==> config.mk <==
export PLATFORM = sky130hd
export DESIGN_NAME = color_sensor_emu
export DESIGN_NICKNAME = d
export VERILOG_FILES = /design/src/rtl/color_sensor_emu.sv
export SDC_FILE = /design/constraint.sdc
export NUM_CORES = 1
export LEC_CHECK = 0
export ABC_AREA = 1
export CORE_MARGIN = 5
export CORE_UTILIZATION = 40
export CTS_CLUSTER_SIZE = 40
export DETAILED_ROUTE_END_ITERATION = 12
export PLACE_DENSITY_LB_ADDON = 0.05
export SYNTH_ARGS = -nofsm -noshare
export SYNTH_HDL_FRONTEND = slang
export SYNTH_SLANG_ARGS = --single-unit
==> constraint.sdc <==
create_clock -name clk -period 5.1 [get_ports clk]
set_clock_uncertainty 0.15 [all_clocks]
set_input_delay 1.275 -clock clk [delete_from_list [all_inputs] [get_ports clk]]
set_output_delay 1.275 -clock clk [all_outputs]
set_load 0.1 [all_outputs]
==> src/rtl/color_sensor_emu.sv <==
// Light-to-frequency colour sensor emulator.
// One programmable half period per filter, quiet settle after every filter change.
module color_sensor_emu #(
  parameter int WIDTH        = 16,
  parameter int DEFAULT_HALF = 500,
  parameter int SETTLE       = 100
) (
  input  logic             clk,
  input  logic             rst,
  input  logic             en,
  input  logic [1:0]       select,
  input  logic             cfg_we,
  input  logic [1:0]       cfg_addr,
  input  logic [WIDTH-1:0] cfg_data,
  output logic             wave,
  output logic             settling
);

  typedef enum logic [1:0] {
    IDLE = 2'd0,
    SETL = 2'd1,
    RUN  = 2'd2
  } state_e;

  localparam logic [WIDTH-1:0] SETTLE_M1 = WIDTH'(SETTLE - 1);
  localparam logic [WIDTH-1:0] HALF_RST  = WIDTH'(DEFAULT_HALF);

  state_e           state_q, state_d;
  logic [WIDTH-1:0] cnt_q, cnt_d;
  logic [WIDTH-1:0] scnt_q, scnt_d;
  logic [WIDTH-1:0] h_q, h_d;
  logic             wave_q, wave_d;
  logic [WIDTH-1:0] half_q [4];
  logic [1:0]       sync_q;
  logic [1:0]       sels_q;
  logic [1:0]       selp_q;
  logic [WIDTH-1:0] hsel;
  logic             change;

  // Two-flop synchronizer for select plus a delayed copy for change detection
  always_ff @(posedge clk or posedge rst) begin
    if (rst) begin
      sync_q <= 2'd0;
      sels_q <= 2'd0;
      selp_q <= 2'd0;
    end else begin
      sync_q <= select;
      sels_q <= sync_q;
      selp_q <= sels_q;
    end
  end

  assign change = (sels_q != selp_q);
  assign hsel   = half_q[sels_q];

  // Per-filter half-period registers, writable in every state
  always_ff @(posedge clk or posedge rst) begin
    if (rst) begin
      for (int i = 0; i < 4; i++) begin
        half_q[i] <= HALF_RST;
      end
    end else if (cfg_we) begin
      half_q[cfg_addr] <= cfg_data;
    end
  end

  // State, counters, latched half period and wave level
  always_ff @(posedge clk or posedge rst) begin
    if (rst) begin
      state_q <= IDLE;
      cnt_q   <= '0;
      scnt_q  <= '0;
      h_q     <= '0;
      wave_q  <= 1'b0;
    end else begin
      state_q <= state_d;
      cnt_q   <= cnt_d;
      scnt_q  <= scnt_d;
      h_q     <= h_d;
      wave_q  <= wave_d;
    end
  end

  // Next-state: settle countdown, half-period reloads, restart and disable
  always_comb begin
    state_d = state_q;
    cnt_d   = cnt_q;
    scnt_d  = scnt_q;
    h_d     = h_q;
    wave_d  = wave_q;

    unique case (state_q)
      IDLE: begin
        wave_d = 1'b0;
        cnt_d  = '0;
        scnt_d = '0;
        if (en) begin
          if (SETTLE == 0) begin
            state_d = RUN;
            h_d     = hsel;
          end else begin
            state_d = SETL;
          end
        end
      end
      SETL: begin
        wave_d = 1'b0;
        if (scnt_q == SETTLE_M1) begin
          state_d = RUN;
          cnt_d   = '0;
          scnt_d  = '0;
          h_d     = hsel;
        end else begin
          scnt_d = scnt_q + 1'b1;
        end
      end
      RUN: begin
        if (h_q == '0) begin
          // dark filter: hold low and keep re-reading the register
          wave_d = 1'b0;
          cnt_d  = '0;
          h_d    = hsel;
        end else if (cnt_q == h_q - 1'b1) begin
          cnt_d  = '0;
          h_d    = hsel;
          wave_d = (hsel == '0) ? 1'b0 : ~wave_q;
        end else begin
          cnt_d = cnt_q + 1'b1;
        end
      end
      default: begin
        state_d = IDLE;
        wave_d  = 1'b0;
        cnt_d   = '0;
        scnt_d  = '0;
      end
    endcase

    if (state_q != IDLE && change) begin
      wave_d = 1'b0;
      cnt_d  = '0;
      scnt_d = '0;
      if (SETTLE == 0) begin
        state_d = RUN;
        h_d     = hsel;
      end else begin
        state_d = SETL;
      end
    end

    if (!en) begin
      state_d = IDLE;
      wave_d  = 1'b0;
      cnt_d   = '0;
      scnt_d  = '0;
    end
  end

  assign wave     = wave_q;
  assign settling = (state_q == SETL);

endmodule

## Word-level counts from Yosys, hierarchy flattened

Index checks and enable logic that the tools add are counted.

| word-level totals | value |
|---|---|
| register bits after elaboration | 121 |
| input port bits | 24 |

| operators by class | value |
|---|---|
| bitwise operators | 3 |
| multiplexer cells | 30 |
| add/sub/neg operators | 3 |
| $lt $le $gt $ge | 3 |
| reductions and logical operators | 9 |
| equality and inequality tests | 10 |

Operators with widths:

| operator | count |
|---|---|
| 16-bit 2-to-1 mux | 14 |
| 16-bit one-hot mux with 2 select lines | 3 |
| 64-bit bitwise mux | 1 |
| 16-bit by 1-bit adder with 16-bit output, second input constant | 2 |
| 16-bit binary-select mux with 2-bit select | 1 |
| 16-bit demux with 2-bit select | 1 |
| 16-bit zero test | 2 |
| 16-bit == test | 1 |
| 16-bit by 7-bit == test with 1-bit output, second input constant | 1 |
| 16-bit by 1-bit subtractor with 16-bit output, second input constant | 1 |
| 3-bit >= comparator, second input constant | 2 |
| 1-bit 2-to-1 mux | 6 |
| 2-bit 2-to-1 mux | 3 |
| 3-bit != test, second input constant | 2 |
| 2-bit inverter with 3-bit output | 2 |
| 2-bit one-hot mux with 3 select lines | 1 |
| 5-bit != test, second input constant | 1 |
| 4-bit by 2-bit != test with 1-bit output, second input constant | 1 |
| 2-bit nonzero test | 2 |
| 3-bit by 1-bit < comparator with 1-bit output, second input constant | 1 |
| 3-bit AND reduction | 1 |
| 2-bit by 1-bit == test with 1-bit output, second input constant | 1 |
| 2-bit == test, second input constant | 1 |
| 1-bit logical AND | 2 |
| other kinds (5) | 5 |

## Logic depth before layout (Yosys ltp)

| logic depth | value |
|---|---|
| word-level depth | 11 |
| mapped depth | 17 |
| depth with buffers taken out | 15 |

## Worst setup path after synthesis

OpenSTA, ideal clock, no wires.

| timing | value |
|---|---|
| kind | register -> output |
| from | register state_q[1] |
| to | output settling |
| arrival | 1.257 ns |
| cell stages (with the launch flop) | 3 |
| data required time | 3.675 ns |
| path buffers | 0 |
| path slack | 2.418 ns |
| cells stage by stage | dfrtp_1 inv_1 ha_1 |

| between the ends | value |
|---|---|
| cells in the longest elaborated chain, start to end | 1 |

Ends and longest elaborated chain:

| element | line | RTL |
|---|---|---|
| from (decl) | 28 | `state_e state_q, state_d;` |
| from (signal assigned) | 76 | `state_q <= state_d;` |
| 2-bit by 1-bit == test with 1-bit output | 160 | `assign settling = (state_q == SETL);` |
| to (decl) | 16 | `output logic settling` |

No other way between the ends.

## Worst setup path in the final report

Ends and elaborated chain as after synthesis.

==> results.json <==
{
  "outcome": "complete, no violations",
  "synth-seq-cells": 121,
  "numCtsBuffers": 17,
  "hold_path.startpoint": "sync_q[1]$_DFF_PP0_",
  "detail_route.wirelength_mm": 15.5,
  "worst_slack_ns": 1.42,
  "clockBufferDepth": 2,
  "rsz0062_at_grt": "no",
  "critPathRequiredTime_ns": 3.67,
  "placeableCoreArea_um2": 16000,
  "cp.arrival_ns": 2.26,
  "synth-main-ff-cell": "dfrtp_1",
  "cts_tree": "yes",
  "tightest_slew_ns": 1.14,
  "grt_pass1_vias": 5131,
  "die-area_um2": 19100,
  "wl_per_cell_um": 13.8,
  "drc": 0,
  "cp_max_fo": 4,
  "placementRows": 46,
  "multi_input_area_um2": 3050,
  "gp_congestion": 0.901,
  "synth_nets": 909,
  "fin_area_um2": 7510,
  "fmax_mhz": 271,
  "area_delta_synth_final_pct": 14.4,
  "powerDensity_nw_per_um2": 436,
  "cts_resized": 0,
  "vdd_drop_max_v": 0.000252,
  "period_needed_ns": 3.68,
  "pre_cts_slack_ns": 1.74,
  "numPortBuffers": 25,
  "hold_viol_final": 0,
  "first_pass_iters": 7,
  "ys_seq_area_share_pct": 46.6,
  "drive_above_1_share_pct": 9.16,
  "diodes": 0,
  "r2r_start": "sels_q[0]$_DFF_PP0_",
  "grt_antenna_before_repair": 0,
  "yosysUniqueCellTypes": 32,
  "finalSetupViolCount": 0,
  "ff_latch_area_um2": 3060,
  "cts_htree_levels": 4,
  "vias": 5484,
  "cts_setup_buffers": 0,
  "start_util_pct": 41.0,
  "place_hpwl_mm": 10.9,
  "synth_warnings": 0,
  "grt_pass1_wl_mm": 25.9,
  "nFillCells": 1621,
  "mostFrequentLayoutCell": "nand2_1",
  "syn_area_um2": 6560,
  "grt_max_degree": 57,
  "synth_area_per_cell_um2": 7.48,
  "hold_path.class": "reg2reg",
  "final_nets": 924,
  "final_antenna_net_count": 0,
  "maxSlewHeadroom_pct": 23.6,
  "ioPinCount": 26,
  "via_per_inst": 4.89,
  "fp.dieH_um": 138,
  "worstSkewPairLatency_ns": 0.42,
  "ys_async_sr_fraction_pct": 100,
  "cts_root_buf": "clkbuf_16",
  "path_class": "reg2out",
  "cap_viol_max_count": 0,
  "numClockSinks": 121,
  "overflow": 0,
  "cp-end-kind": "output port",
  "clk_pin_slew_ns": 0.06,
  "layout_common_cells": "nand2_1, dfrtp_1, o21ai_0",
  "die_x_um": 138,
  "netlist_instances": 878,
  "startpoint": "state_q[1]$_DFFE_PP0P_",
  "leakage_nw": 3.49,
  "synth_edf_count": 0,
  "fin_util_pct": 47.0,
  "ctsHoldBuffers": 0,
  "total_power_w": 0.00328,
  "crit_path_start_kind": "flop",
  "placed_area_um2": 6960,
  "fin_crit_sh_pct": 72.2,
  "drv_slew": 0,
  "setup_tns_ns": 0,
  "drt_iter0_drc": 353,
  "grtUsageTotal_pct": 16.6
}
-- power by group --
part | leakage (nW) | switching (W) | internal, W | total [W]
registers | 1.51 | 0.000140 | 0.00113 | 0.00127
logic | 1.73 | 0.000570 | 0.000310 | 0.000880
clock network | 0.261 | 0.000442 | 0.000683 | 0.00113
total | 3.49 | 0.00115 | 0.00212 | 0.00328
-- metrics by stage --
| step | hold slack, ns | cells |
|---|---|---|
| global placement | 0.181 | 1090 |
| global route | 0.201 | 1122 |
| floorplan | 0.181 | 878 |
| detailed placement | 0.185 | 1090 |
| finish | 0.196 | 1122 |
| CTS | 0.198 | 1122 |
-- synth_stat cells (2+ instances only) --
cell type  count  share of area [%]
a21oi_1       11               0.84
buf_2          4               0.31
buf_6          4               0.69
clkbuf_1      24                1.4
dfrtp_1       97                 37
dfstp_2       24                9.6
ha_1           7                1.3
inv_1         72                4.1
inv_2          5               0.29
nand2_1      315                 18
nand2_2        4               0.38
nand2_4        2               0.34
nand3_1       67                5.1
nand3b_1      19                2.2
nand4_1       13                1.2
nor2_1        60                3.4
nor2_2        11                1.0
nor3_1         8               0.61
nor4_1         2               0.19
o21ai_0       92                7.0
o22ai_1        2               0.19
xnor2_1       14                1.9
xor2_1        12                1.6
-- worst max-delay path, cell delays in order (launching register included) --
cell and delay [ns]:
dfrtp_1 0.37, inv_1 0.11, ha_1 0.21, clkdlybuf4s50_1 1.14
-- final cells by class --
| cell class | instances | area share [%] |
|---|---|---|
| Inverter | 77 | 3.88 |
| Clock buffer | 22 | 6.05 |
| Sequential cell | 121 | 40.7 |
| Multi-Input combinational cell | 646 | 40.6 |
| Tap cell | 216 | 3.60 |
| Timing Repair Buffer | 30 | 3.83 |
| Clock inverter | 10 | 1.30 |
-- sequential cells by signal, indices dropped and copies added, names as in the netlist --
register	flops
cnt_q	16
h_q	16
half_q	64
scnt_q	16
selp_q	2
sels_q	2
state_q	2
sync_q	2
wave	1
-- per-layer routing --
metal  GRT usage (%)  part of all wire, %  routed length [µm]
met3            3.90                  3.7                 577
met4            5.56                  1.5                 235
met1            21.5                   46                7180
met2            27.5                   48                7490
met5               0                    0                   0
-- cell families (layout without fill, tap and decap cells) --
logic type / after synthesis / count (layout) / synth area share [%]
adders and majority gates: 7 / 7 / 1.33
buffers and inverters: 111 / 139 / 6.90
AOI/OAI and AO/OA: 109 / 109 / 8.52
and+or+nand+nor: 504 / 504 / 33.2
xor gates and xnor gates: 26 / 26 / 3.47
DFF: 121 / 121 / 46.6
-- path summary, 6_finish.rpt --
path                                               end  slack (ns)  depth (start not counted)
worst max-delay path                          settling        1.42                          3
worst min-delay path               sels_q[1]$_DFF_PP0_        0.20                          0
worst max register to register        wave$_DFFE_PP0P_        2.44                         12
worst min register to register     sels_q[1]$_DFF_PP0_        0.20                          0
max in group asynchronous       half_q[22]$_DFFE_PP1P_        2.80                          3
min in group asynchronous       half_q[51]$_DFFE_PP0P_        1.17                          2
Power figures use the tool's default switching activity.
